==> src/rtl/ldpc_simd_alu_if.sv <==
// Request/result bus of the LDPC packed-SIMD ALU: one valid/ready request channel
// and one valid/ready result channel carrying lanewise and check-node results.
interface ldpc_simd_alu_if #(
  parameter int LANE_W    = 8,
  parameter int NUM_LANES = 8,
  parameter int IDX_W     = 16
);
  localparam int DATA_W = LANE_W * NUM_LANES;

  logic              valid_i;
  logic              ready_o;
  logic [2:0]        op_i;
  logic              last_i;
  logic [DATA_W-1:0] operand_a_i;
  logic [DATA_W-1:0] operand_b_i;
  logic              valid_o;
  logic              ready_i;
  logic [DATA_W-1:0] result_o;
  logic              cnu_o;
  logic [LANE_W-1:0] min1_o;
  logic [LANE_W-1:0] min2_o;
  logic [IDX_W-1:0]  min_idx_o;
  logic              sign_o;

  modport master (
    output valid_i, op_i, last_i, operand_a_i, operand_b_i, ready_i,
    input  ready_o, valid_o, result_o, cnu_o, min1_o, min2_o, min_idx_o, sign_o
  );

  modport slave (
    input  valid_i, op_i, last_i, operand_a_i, operand_b_i, ready_i,
    output ready_o, valid_o, result_o, cnu_o, min1_o, min2_o, min_idx_o, sign_o
  );
endinterface

==> src/rtl/ldpc_simd_alu.sv <==
// Packed-SIMD saturating ALU for min-sum LDPC decoding with a multi-beat check-node
// reducer tracking min1, min2, argmin and sign parity; one registered output beat.
module ldpc_simd_alu #(
  parameter int LANE_W    = 8,
  parameter int NUM_LANES = 8,
  parameter int IDX_W     = 16
) (
  input logic               clk_i,
  input logic               rst_i,
  ldpc_simd_alu_if.slave    io
);
  localparam int DATA_W = LANE_W * NUM_LANES;
  localparam logic [LANE_W-1:0] MAXV = {1'b0, {(LANE_W-1){1'b1}}};
  localparam logic [LANE_W-1:0] MINV = {1'b1, {(LANE_W-1){1'b0}}};

  typedef enum logic [2:0] {
    OP_MAX, OP_MIN, OP_ADD, OP_SUB, OP_SCALE, OP_ABS, OP_CNU, OP_RSVD
  } op_t;

  typedef enum logic {IDLE, ACCUM} state_t;

  function automatic logic [LANE_W-1:0] sat(input logic [LANE_W:0] s);
    if (s[LANE_W] != s[LANE_W-1]) return s[LANE_W] ? MINV : MAXV;
    return s[LANE_W-1:0];
  endfunction

  function automatic logic [LANE_W-1:0] absSat(input logic [LANE_W-1:0] a);
    if (a == MINV) return MAXV;
    return a[LANE_W-1] ? (LANE_W'(0) - a) : a;
  endfunction

  state_t            state_q;
  logic              valid_q, cnu_q, sign_q;
  logic [DATA_W-1:0] result_q;
  logic [LANE_W-1:0] min1_q, min2_q;
  logic [IDX_W-1:0]  minIdx_q;
  logic [LANE_W-1:0] accMin1_q, accMin2_q;
  logic [IDX_W-1:0]  accIdx_q, accBeat_q;
  logic              accSign_q;

  logic [LANE_W-1:0] accMin1_d, accMin2_d;
  logic [IDX_W-1:0]  accIdx_d, laneIdx, beatBase;
  logic              accSign_d;
  logic [DATA_W-1:0] laneRes;
  logic [LANE_W-1:0] mag [NUM_LANES];
  op_t               opSel;
  logic              accept;

  assign opSel      = op_t'(io.op_i);
  assign io.ready_o = !valid_q || io.ready_i;
  assign accept     = io.valid_i && io.ready_o;

  for (genvar k = 0; k < NUM_LANES; k++) begin : gLane
    logic signed [LANE_W-1:0] a, b;
    logic [LANE_W:0]          sum, diff;
    logic [LANE_W-1:0]        r;

    assign a    = io.operand_a_i[k*LANE_W +: LANE_W];
    assign b    = io.operand_b_i[k*LANE_W +: LANE_W];
    assign sum  = {a[LANE_W-1], a} + {b[LANE_W-1], b};
    assign diff = {a[LANE_W-1], a} - {b[LANE_W-1], b};
    assign mag[k] = absSat(a);

    always_comb begin
      r = '0;
      case (opSel)
        OP_MAX:   r = (a > b) ? a : b;
        OP_MIN:   r = (a < b) ? a : b;
        OP_ADD:   r = sat(sum);
        OP_SUB:   r = sat(diff);
        OP_SCALE: r = a - (a >>> 2);
        OP_ABS:   r = mag[k];
        default:  r = '0;
      endcase
    end

    assign laneRes[k*LANE_W +: LANE_W] = r;
  end

  // Lanes merge in ascending index order, so an equal magnitude never displaces min1.
  always_comb begin
    accMin1_d = (state_q == IDLE) ? MAXV : accMin1_q;
    accMin2_d = (state_q == IDLE) ? MAXV : accMin2_q;
    accIdx_d  = (state_q == IDLE) ? '0 : accIdx_q;
    accSign_d = (state_q == IDLE) ? 1'b0 : accSign_q;
    beatBase  = accBeat_q * IDX_W'(NUM_LANES);
    laneIdx   = '0;
    for (int k = 0; k < NUM_LANES; k++) begin
      laneIdx = beatBase + IDX_W'(k);
      if (mag[k] < accMin1_d) begin
        accMin2_d = accMin1_d;
        accMin1_d = mag[k];
        accIdx_d  = laneIdx;
      end else if (mag[k] == accMin1_d) begin
        accMin2_d = accMin1_d;
      end else if (mag[k] < accMin2_d) begin
        accMin2_d = mag[k];
      end
      accSign_d = accSign_d ^ io.operand_a_i[k*LANE_W + LANE_W - 1];
    end
  end

  always_ff @(posedge clk_i) begin
    if (rst_i) begin
      state_q   <= IDLE;
      valid_q   <= 1'b0;
      result_q  <= '0;
      cnu_q     <= 1'b0;
      min1_q    <= '0;
      min2_q    <= '0;
      minIdx_q  <= '0;
      sign_q    <= 1'b0;
      accMin1_q <= MAXV;
      accMin2_q <= MAXV;
      accIdx_q  <= '0;
      accSign_q <= 1'b0;
      accBeat_q <= '0;
    end else if (accept && opSel == OP_CNU) begin
      if (io.last_i) begin
        state_q   <= IDLE;
        valid_q   <= 1'b1;
        result_q  <= '0;
        cnu_q     <= 1'b1;
        min1_q    <= accMin1_d;
        min2_q    <= accMin2_d;
        minIdx_q  <= accIdx_d;
        sign_q    <= accSign_d;
        accMin1_q <= MAXV;
        accMin2_q <= MAXV;
        accIdx_q  <= '0;
        accSign_q <= 1'b0;
        accBeat_q <= '0;
      end else begin
        // A non-last beat produces nothing, so any held result was just consumed.
        state_q   <= ACCUM;
        valid_q   <= 1'b0;
        accMin1_q <= accMin1_d;
        accMin2_q <= accMin2_d;
        accIdx_q  <= accIdx_d;
        accSign_q <= accSign_d;
        accBeat_q <= accBeat_q + 1'b1;
      end
    end else if (accept) begin
      valid_q  <= 1'b1;
      result_q <= laneRes;
      cnu_q    <= 1'b0;
      min1_q   <= '0;
      min2_q   <= '0;
      minIdx_q <= '0;
      sign_q   <= 1'b0;
    end else if (io.ready_i) begin
      valid_q <= 1'b0;
    end
  end

  assign io.valid_o   = valid_q;
  assign io.result_o  = result_q;
  assign io.cnu_o     = cnu_q;
  assign io.min1_o    = min1_q;
  assign io.min2_o    = min2_q;
  assign io.min_idx_o = minIdx_q;
  assign io.sign_o    = sign_q;
endmodule

==> src/flat_wrapper.sv <==
// flat-port wrapper written by rule: the top's interface ports become plain ports
module ldpc_simd_alu_flat 
#(
  parameter int LANE_W    = 8,
  parameter int NUM_LANES = 8,
  parameter int IDX_W     = 16
)
  (clk_i, rst_i, io_valid_i, io_op_i, io_last_i, io_operand_a_i, io_operand_b_i, io_ready_i, io_ready_o, io_valid_o, io_result_o, io_cnu_o, io_min1_o, io_min2_o, io_min_idx_o, io_sign_o);
  ldpc_simd_alu_if #(.LANE_W(LANE_W), .NUM_LANES(NUM_LANES), .IDX_W(IDX_W)) io_i ();
  input logic clk_i;
  input logic rst_i;
  input wire logic [$bits(io_i.valid_i)-1:0] io_valid_i;
  input wire logic [$bits(io_i.op_i)-1:0] io_op_i;
  input wire logic [$bits(io_i.last_i)-1:0] io_last_i;
  input wire logic [$bits(io_i.operand_a_i)-1:0] io_operand_a_i;
  input wire logic [$bits(io_i.operand_b_i)-1:0] io_operand_b_i;
  input wire logic [$bits(io_i.ready_i)-1:0] io_ready_i;
  output wire logic [$bits(io_i.ready_o)-1:0] io_ready_o;
  output wire logic [$bits(io_i.valid_o)-1:0] io_valid_o;
  output wire logic [$bits(io_i.result_o)-1:0] io_result_o;
  output wire logic [$bits(io_i.cnu_o)-1:0] io_cnu_o;
  output wire logic [$bits(io_i.min1_o)-1:0] io_min1_o;
  output wire logic [$bits(io_i.min2_o)-1:0] io_min2_o;
  output wire logic [$bits(io_i.min_idx_o)-1:0] io_min_idx_o;
  output wire logic [$bits(io_i.sign_o)-1:0] io_sign_o;
  assign io_i.valid_i = io_valid_i;
  assign io_i.op_i = io_op_i;
  assign io_i.last_i = io_last_i;
  assign io_i.operand_a_i = io_operand_a_i;
  assign io_i.operand_b_i = io_operand_b_i;
  assign io_i.ready_i = io_ready_i;
  assign io_ready_o = io_i.ready_o;
  assign io_valid_o = io_i.valid_o;
  assign io_result_o = io_i.result_o;
  assign io_cnu_o = io_i.cnu_o;
  assign io_min1_o = io_i.min1_o;
  assign io_min2_o = io_i.min2_o;
  assign io_min_idx_o = io_i.min_idx_o;
  assign io_sign_o = io_i.sign_o;
  ldpc_simd_alu #(.LANE_W(LANE_W), .NUM_LANES(NUM_LANES), .IDX_W(IDX_W)) u_core (.clk_i(clk_i), .rst_i(rst_i), .io(io_i));
endmodule
==> config.mk <==
export PLATFORM = sky130hd
export DESIGN_NAME = ldpc_simd_alu_flat
export DESIGN_NICKNAME = d
export VERILOG_FILES = /design/src/rtl/ldpc_simd_alu_if.sv /design/src/rtl/ldpc_simd_alu.sv /design/src/flat_wrapper.sv
export SDC_FILE = /design/constraint.sdc
export NUM_CORES = 1
export LEC_CHECK = 0
export BUFFER_PORTS_ARGS = -buffer_cell sky130_fd_sc_hd__buf_2
export CORE_UTILIZATION = 40
export CTS_BUF_LIST = sky130_fd_sc_hd__clkbuf_16
export DETAILED_ROUTE_END_ITERATION = 8
export PLACE_DENSITY_LB_ADDON = 0.2
export SLEW_MARGIN = 10
export SYNTH_ARGS = -nofsm -noshare
export SYNTH_HDL_FRONTEND = slang
export SYNTH_SLANG_ARGS = --single-unit
export TNS_END_PERCENT = 50
==> constraint.sdc <==
create_clock -name clk_i -period 24.2 [get_ports clk_i]
set_input_delay 4.84 -clock clk_i [delete_from_list [all_inputs] [get_ports clk_i]]
set_output_delay 4.84 -clock clk_i [all_outputs]
set_load 0.01 [all_outputs]
* Word level (Yosys, flattened, before mapping)
Cells that the tools add are included.
W data, S select, Z words.
** Cells by class
- Add/sub/neg operators :: 40
- Equal/unequal tests :: 39
- Mux-type cells :: 206
- Multiply operators :: 0
- Bitwise logic cells :: 8
- Divide/modulo/power cells :: 0
- Shifts and indexed selects :: 0
- $lt $le $gt $ge :: 32
- Reduce and logical (&&, ||, !) cells :: 8
** Operators with widths (number)
- $mux W8 :: 129
- $pmux W8 S6 :: 8
- $mux W16 :: 14
- $lt A8 B8 Y1 :: 24
- $mux W64 :: 3
- $add A8 B8 Y9 :: 8
- $sub A8 B8 Y9 :: 8
- $add A16 B3 Y16 const B :: 4
- $eq A8 B8 Y1 :: 8
- $eq A8 B8 Y1 const B :: 8
- $gt A8 B8 Y1 :: 8
- $sub A1 B8 Y8 const A :: 8
- $sub A8 B6 Y8 :: 8
- $mux W1 :: 52
- $add A16 B1 Y16 const B :: 2
- $add A16 B2 Y16 const B :: 2
- $ne A1 B1 Y1 :: 16
- $eq A3 B3 Y1 const B :: 3
- $xor A1 B1 Y1 :: 8
- $eq A3 B2 Y1 const B :: 2
- $eq A3 B1 Y1 const B :: 1
- $logic_not A3 Y1 :: 1
- $reduce_bool A3 Y1 :: 1
- $logic_and A1 B1 Y1 :: 2
- 5 further kinds :: 5
** Storage, ports and cells
- Memory bits (read-only) :: 0
- Memories kept :: 0
- Word-level logic and storage cells :: 346
- Register bits after elaboration :: 149
- Input bits :: 136
- Bits in latches :: 0
- Memory bits (writable) :: 0
- Output and inout bits :: 100

* Longest topological paths before layout
Gate-level depths: netlist of the first run.
- Depth in word-level cells :: 37
- Mapped depth :: 84
- Depth with buffers taken out :: 78

* Worst setup path after synthesis of the first run
Ideal clock, no wire load.
- Path kind :: input to register
- Start point :: in io_operand_a_i[0]
- End point :: reg u_core.min2_q[0], in the netlist u_core.io.min2_o[0]
- Required time :: 24.113 ns
- Cell stages on the path :: 81
- Buffers on the path :: 4
- Arrival time :: 20.105 ns
- Setup time :: 0.087 ns
- Path slack :: 4.008 ns
- Cell sequence :: inv_1 ha_1 or3b_2 a221oi_1 a31oi_1 ha_1 nand4_1 nor2_1 a211oi_1 o211ai_1 a2bb2oi_1 o21ai_0 ha_1 nand4_1 o221ai_1 or4_1 o31a_1 o211ai_2 [45 not listed] inv_1 a311o_1 a41o_1 and2_4 a31o_1 buf_2 a41oi_1 o41ai_2 ha_1 a21o_1 a21o_1 a21oi_1 nand2_1 o21ai_0 inv_1 a221oi_1 a21oi_1 o31ai_1
** Between the ends
- Cells in the longest elaborated chain, start to end :: 37
- Elaborated cells on any way between the ends :: 62
- Those cells by class :: 1 x add/sub; 16 x order compare; 9 x eq/ne; 36 x mux
** RTL lines
- start: declaration :: line flat_wrapper.sv:15 : input wire logic [$bits(io_i.operand_a_i)-1:0] io_operand_a_i;
- $sub A1 B8 Y8 / $eq A8 B8 Y1 (equally long branches) :: line ldpc_simd_alu.sv:29, ldpc_simd_alu.sv:28
- $mux W8 / $mux W1 (equally long branches) :: line ldpc_simd_alu.sv:29, ldpc_simd_alu.sv:28
- $mux W8 (*) :: line ldpc_simd_alu.sv:29 : return a[LANE_W-1] ? (LANE_W'(0) - a) : a;
- $lt A8 B8 Y1 :: line ldpc_simd_alu.sv:96 : end else if (mag[k] < accMin2_d) begin
- $mux W8 :: line ldpc_simd_alu.sv:96
- $mux W8 :: line ldpc_simd_alu.sv:94 : end else if (mag[k] == accMin1_d) begin
- $mux W8 :: line ldpc_simd_alu.sv:90 : if (mag[k] < accMin1_d) begin
- $lt A8 B8 Y1 :: line ldpc_simd_alu.sv:96
- [21 not listed]
- $mux W8 :: line ldpc_simd_alu.sv:94
- $mux W8 :: line ldpc_simd_alu.sv:90
- $lt A8 B8 Y1 :: line ldpc_simd_alu.sv:96
- $mux W8 :: line ldpc_simd_alu.sv:96
- $mux W8 :: line ldpc_simd_alu.sv:94
- $mux W8 (*) :: line ldpc_simd_alu.sv:90
- $mux W8 (*) :: line ldpc_simd_alu.sv:119 : if (io.last_i) begin
- $mux W8 (*) :: line ldpc_simd_alu.sv:118 : end else if (accept && opSel == OP_CNU) begin
- end signal: assignment :: line ldpc_simd_alu.sv:125 : min2_q <= accMin2_d;
- end: declaration :: line ldpc_simd_alu.sv:35 : logic [LANE_W-1:0] min1_q, min2_q;
Mark *: on every way between the ends. The rest lies on a longest branch, timed or not. The select of a mux whose other input is x is not followed.
A chain may end at the register's enable or synchronous reset.

* Final worst setup path of the first run
- Start point :: in io_operand_a_i[1]
- End point :: reg u_core.min2_q[0], in the netlist u_core.io.min2_o[0]
The elaborated chain is that of the path after synthesis.

==> summary.txt, run 1 <==
Worst setup path
  • CP Class: in -> reg
  • Crit path capture type: flip-flop
  • Data arrival, critical path: 23.13 ns
  • Crit-path max FO: 22
  • WP data required: 24.60 ns
  • Max stage delay on crit path: 0.96 ns
  • CP Launch Type: input pin
  • Crit path top cell by count: ha_1
  • Max stage delay cell, worst path: a21oi_1

Drt
  • Routed Antenna Nets: 0
  • Drt pass-1 iters: 6
  • Post-route DRC: 0
  • Vias: 24700
  • Starting DRT DRC Count: 1852
  • WL/cell: 19.2 um
  • Via density: 5.85
  • Routed wire length: 81100 um

Die
  • Die Span Y: 246 um
  • Core ar.: 58900 um^2
  • # IOs: 236
  • Row count: 89
  • Die area: 60600 um^2
  • Initial Utilization: 40.4%
  • Horiz. Die Dim: 246 um

STA
  • Final setup violation count: 0
  • Worst Skew: 0.0137 ns
  • Worst slew margin: 20.8%
  • Setup Total Neg Slack: 0 ns
  • Fin crit share: 93.9%
  • Slew @ Worst Pin: 1.19 ns
  • Fin. Hold Viols: 0
  • Final Max Slew Viols: 0
  • F_max: 44.0 MHz
  • RSZ-0062 raised after global routing: false
  • Min Tclk post-route: 22.73 ns
  • Final hold slack: 0.452 ns

Finish
  • Syn-to-layout area delta: 9.93%
  • Number of diodes: 0
  • Layout fillers: 6234
  • Layout cell share with drive strength beyond 1: 10.3%
  • Nets@finish: 3959

Clock tree
  • Clk pin slew, worst setup/hold paths: 0.07 ns
  • Post-cts resize count: 0
  • Cts hold-fix bufs: 0
  • CTS root buf: clkbuf_16
  • CTS Sinks: 146
  • CTS Buf Count: 17
  • Later-pin clock latency in the skew report: 0.49 ns
  • Clock buffer depth: 2
  • Setup bufs post-CTS: 0
  • CTS tree: yes
  • CTS HTree Levels: 4

Synthesis
  • Leading register cell type out of synthesis: dfxtp_1
  • Avg Cell Area, Syn: 7.14 um^2
  • Post-synth EDFFs: 0
  • Cells after synthesis: 3337
  • Area of the mapped netlist: 23800 um^2
  • Share of synthesized registers carrying an async set or reset: 0%
  • Yosys reg bits: 146
  • Synth warnings: 0
  • Post-synthesis sequential area ratio: 12.3%
  • Syn nets: 3854
  • Synth cell types: 85

Pwr
  • Sw frac: 54.7%
  • Clock share of power: 12.5%
  • Worst vdd ir: 0.0000941 V
  • Sw Pwr: 1.30 mW
  • Sequential power share: 10.9%
  • Pwr Density: 90.8 nW/um^2
  • Leakage: 12.2 nW
  • Combinational power share: 76.6%
  • P_int: 1.08 mW

Place
  • DP HPWL: 63400 um
  • # port buffers: 235
  • Routability cong.: 0.934

GRT
  • Number of global-route vias before repair: 23200
  • Pin count of the biggest net entering global routing: 76
  • GRT Total Usage: 26.2%
  • Total global routing overflow: 0
  • Initial antenna violation count: 0
  • First-pass GRT wire length: 128000 um

Worst hold path
  • Hold WC Path Type: reg -> reg

Outcome
  • Run status: finished clean

Flow run
  • Max-cap violations: 0
[power groups by stage]
stage               Clock, mW  Sequential [mW]  Combinational (mW)
CTS                     0.304            0.260                1.79
global placement            0            0.266                1.79
floorplan                   0            0.269                1.32
global route            0.313            0.261                2.00
finish                  0.297            0.260                1.82
detailed placement          0            0.266                1.78
[sequential cells by signal, indices dropped and copies added (netlist names)]
| signal | flops |
|---|---|
| u_core.io.result_o | 64 |
| u_core.io.cnu_o | 1 |
| u_core.accMin2_q | 8 |
| u_core.accBeat_q | 13 |
| u_core.io.min1_o | 8 |
| u_core.io.min_idx_o | 16 |
| u_core.accSign_q | 1 |
| u_core.state_q | 1 |
| u_core.accMin1_q | 8 |
| u_core.io.valid_o | 1 |
| u_core.accIdx_q | 16 |
| u_core.io.sign_o | 1 |
| u_core.io.min2_o | 8 |
[routing by layer]
metal / routed length [um] / up-vias / track usage (%)
met3: 3970 / 91 / 3.42
met4: 1380 / 0 / 6.41
met2: 38300 / 675 / 44.1
li1: - / 12300 / -
met1: 37500 / 11700 / 35.1
met5: 0 / - / 0
[synth_stat cells, types with 8 or more instances]
cell type	instances	area (um^2)
a211o_1	8	70.1
a211oi_1	29	218
a21boi_0	12	90.1
a21o_1	100	751
a21oi_1	312	1560
a221oi_1	15	131
a22oi_1	103	773
a31oi_1	21	131
a41oi_1	11	96.3
and2_1	15	93.8
and3_1	27	169
buf_1	8	30.0
clkbuf_1	165	619
dfxtp_1	146	2920
fa_1	24	480
ha_1	357	4470
inv_1	242	908
mux2_2	10	113
mux2i_1	87	871
nand2_1	259	972
nand2b_1	40	250
nand3_1	40	200
nand4_1	45	282
nor2_1	391	1470
nor2b_1	42	263
nor3_1	43	215
nor4_1	11	68.8
o2111ai_1	55	482
o211ai_1	32	240
o211ai_2	8	100
o21a_1	25	188
o21ai_0	279	1400
o21ai_1	9	45.0
o21bai_1	15	113
o221ai_1	21	184
o22ai_1	24	150
o31ai_1	14	105
or3_1	13	81.3
xnor2_1	78	683
xor2_1	79	692
[final timing paths]
kind / startpoint / to / slack, ns / cells after the start
setup / recovery: io_operand_a_i[1] / u_core.io.min2_o[0] / 1.47 / 77
hold / removal: u_core.io.result_o[42] / u_core.io.result_o[42] / 0.45 / 2
setup reg to reg: u_core.state_q / u_core.io.min2_o[0] / 5.86 / 73
hold reg to reg: u_core.io.result_o[42] / u_core.io.result_o[42] / 0.45 / 2
[cell families after synthesis]
logic type,synth area share [%]
compound gates,31.9
xor+xnor,5.77
fa+ha+maj,20.8
buf+inv,6.64
flops,12.3
mux,4.13
simple gates,18.6
[layout make-up]
type | instances | area (um^2) | share of cell area [%]
Sequential cell | 146 | 2920 | 11.2
Multi-Input combinational cell | 2771 | 19400 | 73.9
Tap cell | 773 | 967 | 3.69
Inverter | 242 | 908 | 3.47
Clock buffer | 17 | 425 | 1.62
Timing Repair Buffer | 264 | 1400 | 5.33
Clock inverter | 15 | 208 | 0.793
[metrics by stage]
| stage | total power [mW] | setup slack, ns | util (%) | instance area, um^2 | instances |
|---|---|---|---|---|---|
| 2_1_floorplan | 1.58 | 4.01 | - | 23800 | 3337 |
| 3_3_place_gp | 2.05 | 1.52 | 43.4 | 25600 | 4196 |
| 3_5_place_dp | 2.05 | 1.46 | 43.4 | 25600 | 4196 |
| 4_1_cts | 2.36 | 1.89 | 44.5 | 26200 | 4228 |
| 5_1_grt | 2.58 | 0.0824 | 44.5 | 26200 | 4228 |
| 6_report | 2.38 | 1.47 | 44.5 | 26200 | 4228 |
[worst max-delay path, delay by kind of cell]
family                   cells  cell delay, ns
AND/OR/NAND/NOR             21            3.78
buffers and inverters        7            1.03
adder cells (fa/ha/maj)      9            2.73
AO/OA/AOI/OAI               40           10.73
[cell usage in the layout (no fill, tap or decap), drive strengths merged, types with 13 or more instances in the layout]
cell type	n
o211ai	40
dfxtp	146
xor2	79
and2	20
ha	357
buf	264
a221oi	19
nor2	391
fa	24
and3	27
a21oi	314
nor2b	42
a31oi	22
o22ai	24
nand2b	40
nand4	45
o21ai	291
a22oi	103
nor3	43
clkbuf	17
xnor2	78
o21a	25
nand2	259
o2111ai	55
nand3	40
a211oi	29
o221ai	21
o21bai	15
a21o	100
o31ai	14
or3	14
a21boi	13
mux2i	87
inv	250
No activity file was read; power rests on OpenSTA's default activity.
==> run 2, diff against run 1 <==
--- a/config.mk
+++ b/config.mk
@@ -9,6 +9,7 @@
 export CORE_UTILIZATION = 40
 export CTS_BUF_LIST = sky130_fd_sc_hd__clkbuf_16
 export DETAILED_ROUTE_END_ITERATION = 8
+export MAX_ROUTING_LAYER = met4
 export PLACE_DENSITY_LB_ADDON = 0.2
 export SLEW_MARGIN = 10
 export SYNTH_ARGS = -nofsm -noshare
==> summary.txt, run 2 (synthesized netlist as in run 1, its figures left out) <==
Clock tree
  • Post-cts resize count: 0 (unchanged)
  • Clk pin slew, worst setup/hold paths: 0.07 ns (about the same)
  • Setup bufs post-CTS: 0 (unchanged)
  • Later-pin clock latency in the skew report: 0.49 ns (about the same)
  • CTS Sinks: 146 (unchanged)
  • Clock buffer depth: 2 (unchanged)
  • CTS tree: yes
  • CTS root buf: clkbuf_16
  • CTS Buf Count: 17 (unchanged)
  • CTS HTree Levels: 4 (unchanged)
  • Cts hold-fix bufs: 0 (unchanged)

Drt
  • WL/cell: 19.2 um (-0.12%)
  • Starting DRT DRC Count: 1761 (-4.9%)
  • Routed wire length: 81000 um (about the same)
  • Via density: 5.86 (+0.23%)
  • Vias: 24800 (+0.28%)
  • Post-route DRC: 0 (unchanged)
  • Drt pass-1 iters: 9 (+3)
  • Routed Antenna Nets: 0 (unchanged)

STA
  • Final setup violation count: 0 (unchanged)
  • RSZ-0062 raised after global routing: false
  • Final Max Slew Viols: 0 (unchanged)
  • Min Tclk post-route: 22.44 ns (-0.295 ns)
  • Setup Total Neg Slack: 0 ns (unchanged)
  • Worst Skew: 0.0190 ns (+0.00527 ns)
  • Slew @ Worst Pin: 1.10 ns (-0.0884 ns)
  • F_max: 44.6 MHz (+1.3%)
  • Setup ws final: 1.76 ns (+0.295 ns)
  • Fin crit share: 92.7% (-1.2 points)
  • Fin. Hold Viols: 0 (unchanged)
  • Worst slew margin: 26.7% (+5.9 points)

Die
  • Die Span Y: 246 um (unchanged)
  • Initial Utilization: 40.4% (unchanged)
  • Core ar.: 58900 um^2 (unchanged)
  • Horiz. Die Dim: 246 um (unchanged)
  • # IOs: 236 (unchanged)
  • Die area: 60600 um^2 (unchanged)
  • Row count: 89 (unchanged)

GRT
  • Initial antenna violation count: 0 (unchanged)
  • Total global routing overflow: 0 (unchanged)
  • GRT Total Usage: 27.0% (+0.79 points)
  • Pin count of the biggest net entering global routing: 76 (unchanged)
  • Number of global-route vias before repair: 23200 (+0.15%)
  • First-pass GRT wire length: 127000 um (-0.21%)

Worst setup path
  • CP Launch Type: input pin
  • Max stage delay on crit path: 0.90 ns (-0.06 ns)
  • Crit-path max FO: 22 (unchanged)
  • CP Class: in -> reg
  • CP Launch Point: io_operand_a_i[0]
  • Crit path capture type: flip-flop
  • Max stage delay cell, worst path: a21oi_1
  • Data arrival, critical path: 22.84 ns (-0.29 ns)
  • Reg2Reg Launch Point: u_core.state_q
  • WP data required: 24.60 ns (about the same)

Finish
  • Largest register FFs: 64 (unchanged)
  • Final non-filler cell total: 4230 (+0.047%)
  • Area of the multi-input gates: 19400 um^2 (unchanged)
  • Syn-to-layout area delta: 9.86% (about the same)
  • Layout fillers: 6181 (-0.85%)
  • Commonest non-fill, non-tap cells in the layout: nor2_1 (391), ha_1 (357), a21oi_1 (311)
  • Flip-flop and latch area: 2920 um^2 (unchanged)
  • Layout cell share with drive strength beyond 1: 10.4% (+0.052 points)
  • Commonest non-fill, non-tap cell in the layout: nor2_1
  • Number of diodes: 0 (unchanged)
  • Core Util, Final: 44.4% (about the same)
  • Nets@finish: 3962 (+0.076%)

Place
  • Cells after DPL: 4199 (+0.071%)
  • DP HPWL: 63400 um (about the same)
  • Setup WS pre-CTS: 1.77 ns (+0.311 ns)
  • Routability cong.: 0.993 (+6.3%)
  • # port buffers: 235 (unchanged)

Pwr
  • Total power: 2.38 mW (about the same)
  • Worst vdd ir: 0.000106 V (+12%)
  • Pwr Density: 90.9 nW/um^2 (about the same)
  • Leakage: 12.2 nW (about the same)

Outcome
  • Run status: finished clean

Flow run
  • Max-cap violations: 0 (unchanged)

Worst hold path
  • Hold WC Path Type: reg -> reg
  • Worst Hold Launch: u_core.io.result_o[27]
==> run 2: cell types whose count changed in the layout (fill, tap and decap cells not counted), sizes merged <==
cell / previous run / this run
clkinvlp: 0 / 1
buf: 264 / 267
bufinv: 2 / 1
clkinv: 5 / 4
==> run 2: layer usage <==
| layer | wire length, um | GRT usage, % | vias to the layer above |
|---|---|---|---|
| met5 | 0 | - | - |
| met4 | 2350 | 9.66 | 0 |
| met3 | 3960 | 3.13 | 156 |
| met2 | 37400 | 43.1 | 698 |
| met1 | 37300 | 34.9 | 11600 |
| li1 | - | - | 12400 |
==> run 2: path summary, 6_finish.rpt <==
kind / endpoint / slack (ns) / cells after the start
worst max-delay path: u_core.io.min2_o[0] / 1.76 / 77
worst min register to register: u_core.io.result_o[27] / 0.45 / 2
worst min-delay path: u_core.io.result_o[27] / 0.45 / 2
worst max register to register: u_core.io.min2_o[0] / 6.06 / 75
==> run 2: layout make-up <==
| class | count | share of cell area, % |
|---|---|---|
| multi-input combinational | 2771 | 74.0 |
| sequential | 146 | 11.2 |
| timing repair buffer | 267 | 5.42 |
| tap | 773 | 3.69 |
| inverter | 242 | 3.47 |
| clock buffer | 17 | 1.63 |
| clock inverter | 14 | 0.641 |
==> run 2: worst max-delay path, delay by kind of cell <==
kind	cells	cell delay (ns)
adder cells (fa/ha/maj)	9	2.75
buffers and inverters	7	1.03
AO/OA/AOI/OAI	42	10.91
AND/OR/NAND/NOR	19	3.26
==> run 2: report_power, final <==
part	internal [mW]	switching, mW
Sequential	0.253	0.00758
Clock	0.146	0.134
Combinational	0.676	1.16
==> run 2: per-stage QoR <==
stage	cell area [um^2]	hold slack [ns]
detailed placement	25600	0.444
CTS	26200	0.453
global route	26200	0.475
floorplan	23800	0.454
finish	26200	0.453
global placement	25600	0.442
==> run 3, diff against run 2 <==
--- a/config.mk
+++ b/config.mk
@@ -6,7 +6,8 @@
 export NUM_CORES = 1
 export LEC_CHECK = 0
 export BUFFER_PORTS_ARGS = -buffer_cell sky130_fd_sc_hd__buf_2
-export CORE_UTILIZATION = 40
+export CORE_MARGIN = 1
+export CORE_UTILIZATION = 52
 export CTS_BUF_LIST = sky130_fd_sc_hd__clkbuf_16
 export DETAILED_ROUTE_END_ITERATION = 8
 export MAX_ROUTING_LAYER = met4
==> summary.txt, run 3 (synthesized netlist as in run 1, its figures left out) <==
STA
  • Min Tclk post-route: 22.63 ns (+0.196 ns)
  • Fin. Hold Viols: 0 (unchanged)
  • Final setup violation count: 0 (unchanged)
  • Slew @ Worst Pin: 1.25 ns (+0.154 ns)
  • Worst slew margin: 16.3% (-10 points)
  • Setup Total Neg Slack: 0 ns (unchanged)
  • F_max: 44.2 MHz (-0.87%)
  • Final Max Slew Viols: 0 (unchanged)
  • Worst Skew: 0.0130 ns (-0.00599 ns)
  • Fin crit share: 93.5% (+0.81 points)
  • RSZ-0062 raised after global routing: false

Finish
  • Nets@finish: 3955 (-0.18%)
  • Layout fillers: 4406 (-29%)
  • Commonest non-fill, non-tap cell in the layout: nor2_1
  • Syn-to-layout area delta: 8.70%
  • Core Util, Final: 57.2% (+13 points)
  • Number of diodes: 0 (unchanged)
  • Commonest non-fill, non-tap cells in the layout: nor2_1 (391), ha_1 (357), a21oi_1 (311)
  • Layout cell share with drive strength beyond 1: 10.2% (-0.16 points)
  • Largest register FFs: 64 (unchanged)

Place
  • DP HPWL: 62600 um (-1.3%)
  • Routability cong.: 1.03 (+3.3%)
  • # port buffers: 235 (unchanged)

Drt
  • Vias: 25600 (+3.4%)
  • WL/cell: 20.0 um (+4.2%)
  • Met2 Wirelength: 37800 um (+1.0%)
  • Wl on met1: 35200 um (-5.6%)
  • Routed Antenna Nets: 0 (unchanged)
  • Highest metal used: met4
  • Post-route DRC: 0 (unchanged)
  • Met3 Wirelength: 5380 um (+36%)
  • Starting DRT DRC Count: 2294 (+30%)
  • Drt pass-1 iters: 6 (-3)
  • Routed wire length: 80800 um (-0.25%)
  • Via density: 6.33 (+8.0%)

Clock tree
  • Clk pin slew, worst setup/hold paths: 0.07 ns (about the same)
  • Later-pin clock latency in the skew report: 0.48 ns (about the same)
  • CTS Sinks: 146 (unchanged)
  • Setup bufs post-CTS: 0 (unchanged)
  • CTS tree: yes
  • Clock buffer depth: 2 (unchanged)
  • Cts hold-fix bufs: 0 (unchanged)
  • CTS root buf: clkbuf_16
  • Post-cts resize count: 0 (unchanged)
  • CTS HTree Levels: 4 (unchanged)
  • CTS Buf Count: 17 (unchanged)

Die
  • Core ar.: 45300 um^2 (-23%)
  • Initial Utilization: 52.6% (+12 points)
  • Die Span Y: 216 um (-12%)
  • # IOs: 236 (unchanged)
  • Die area: 46700 um^2 (-23%)
  • Row count: 78 (-12%)
  • Horiz. Die Dim: 216 um (-12%)

Worst setup path
  • Crit path capture type: flip-flop
  • Reg2Reg Setup Slack: 6.32 ns (+0.26 ns)
  • Data arrival, critical path: 23.03 ns (+0.19 ns)
  • CP bufs+invs: 6 (-1)
  • Reg2Reg Launch Point: u_core.state_q
  • Crit path top cell by count: ha_1
  • RR Endpoint: u_core.io.min2_o[0]
  • Max stage delay cell, worst path: o21ai_0
  • Max stage delay on crit path: 0.68 ns (-0.22 ns)
  • CP Launch Type: input pin
  • Worst-case reg-to-reg path depth: 73 (-2.7%)
  • Crit path max-delay family: compound AO/OA/AOI/OAI gates
  • CP Class: in -> reg
  • Crit-path max FO: 22 (unchanged)
  • WP data required: 24.60 ns (about the same)

GRT
  • Pin count of the biggest net entering global routing: 86 (+13%)
  • Initial antenna violation count: 0 (unchanged)
  • Number of global-route vias before repair: 24300 (+4.7%)
  • Total global routing overflow: 0 (unchanged)
  • GRT Total Usage: 34.9% (+7.9 points)
  • First-pass GRT wire length: 129000 um (+1.2%)

Worst hold path
  • Worst Hold Launch: u_core.io.result_o[20]
  • Hold WC Path Type: reg -> reg
  • Hold Path End: u_core.io.result_o[20]
  • Hold path depth: 2 (unchanged)

Pwr
  • Pwr Density: 90.9 nW/um^2 (about the same)
  • Sw frac: 55.1% (+0.28 points)
  • Sequential power share: 11.0% (about the same)
  • Combinational power share: 77.6% (+0.3 points)
  • Worst vdd ir: 0.000121 V (+14%)
  • Clock share of power: 11.4% (-0.4 points)
  • P_int: 1.06 mW (-1.7%)
  • Sw Pwr: 1.30 mW (-0.58%)
  • Leakage: 12.1 nW (-0.28%)
  • Total power: 2.35 mW (-1.1%)

Flow run
  • Max-cap violations: 0 (unchanged)

Outcome
  • Run status: finished clean
run 3: cell types whose count changed in the layout (fill, tap and decap cells not counted), sizes merged:
cell	delta
buf	-7
bufinv	-1
inv	+2
run 3: worst min-delay path, stage by stage, from the launching register on:
cell and delay, ns:
dfxtp_1 0.31, nand2_1 0.05, a21oi_1 0.05
run 3: final cells by class:
cell class | count | area, um^2 | share of cell area (%)
repair buffers | 260 | 1370 | 5.28
clock buffers | 17 | 425 | 1.64
clock inverters | 15 | 161 | 0.623
well taps | 600 | 751 | 2.90
inverters | 242 | 908 | 3.51
flip-flops and latches | 146 | 2920 | 11.3
multi-input cells | 2771 | 19400 | 74.8
run 3: worst max-delay path by stage:
| stage | cells past startpoint | to | slack (ns) | startpoint |
|---|---|---|---|---|
| after floorplan | 81 | u_core.io.min2_o[0] | 4.01 | io_operand_a_i[0] |
| after global placement | 79 | u_core.io.min2_o[0] | 2.05 | io_operand_a_i[1] |
| after detailed placement | 77 | u_core.io.min2_o[0] | 1.41 | io_operand_a_i[1] |
| after CTS | 77 | u_core.io.min2_o[0] | 1.90 | io_operand_a_i[1] |
| after global routing | 77 | u_core.io.min2_o[0] | 0.09 | io_operand_a_i[1] |
| final | 76 | u_core.io.min2_o[0] | 1.57 | io_operand_a_i[1] |
run 3: through the flow:
step	instance area, um^2	setup WS (ns)	hold slack, ns	instances
after floorplan	23800	4.01	0.454	3337
after global placement	25300	2.05	0.438	4019
after detailed placement	25300	1.41	0.446	4019
after CTS	25900	1.90	0.456	4051
after global routing	25900	0.0854	0.465	4051
final	25900	1.57	0.451	4051
run 3: power by group through the flow:
stage	clock network, mW	registers, mW	logic, mW
final	0.268	0.260	1.83
after global routing	0.284	0.261	2.01
after CTS	0.274	0.260	1.79
after detailed placement	0	0.265	1.78
after global placement	0	0.265	1.74
after floorplan	0	0.269	1.32
run 3: metal layers:
layer | global-route usage [%] | up-vias
met5 | - | -
li1 | - | 12300
met3 | 4.63 | 168
met4 | 11.9 | 0
met1 | 44.4 | 12200
met2 | 56.6 | 962
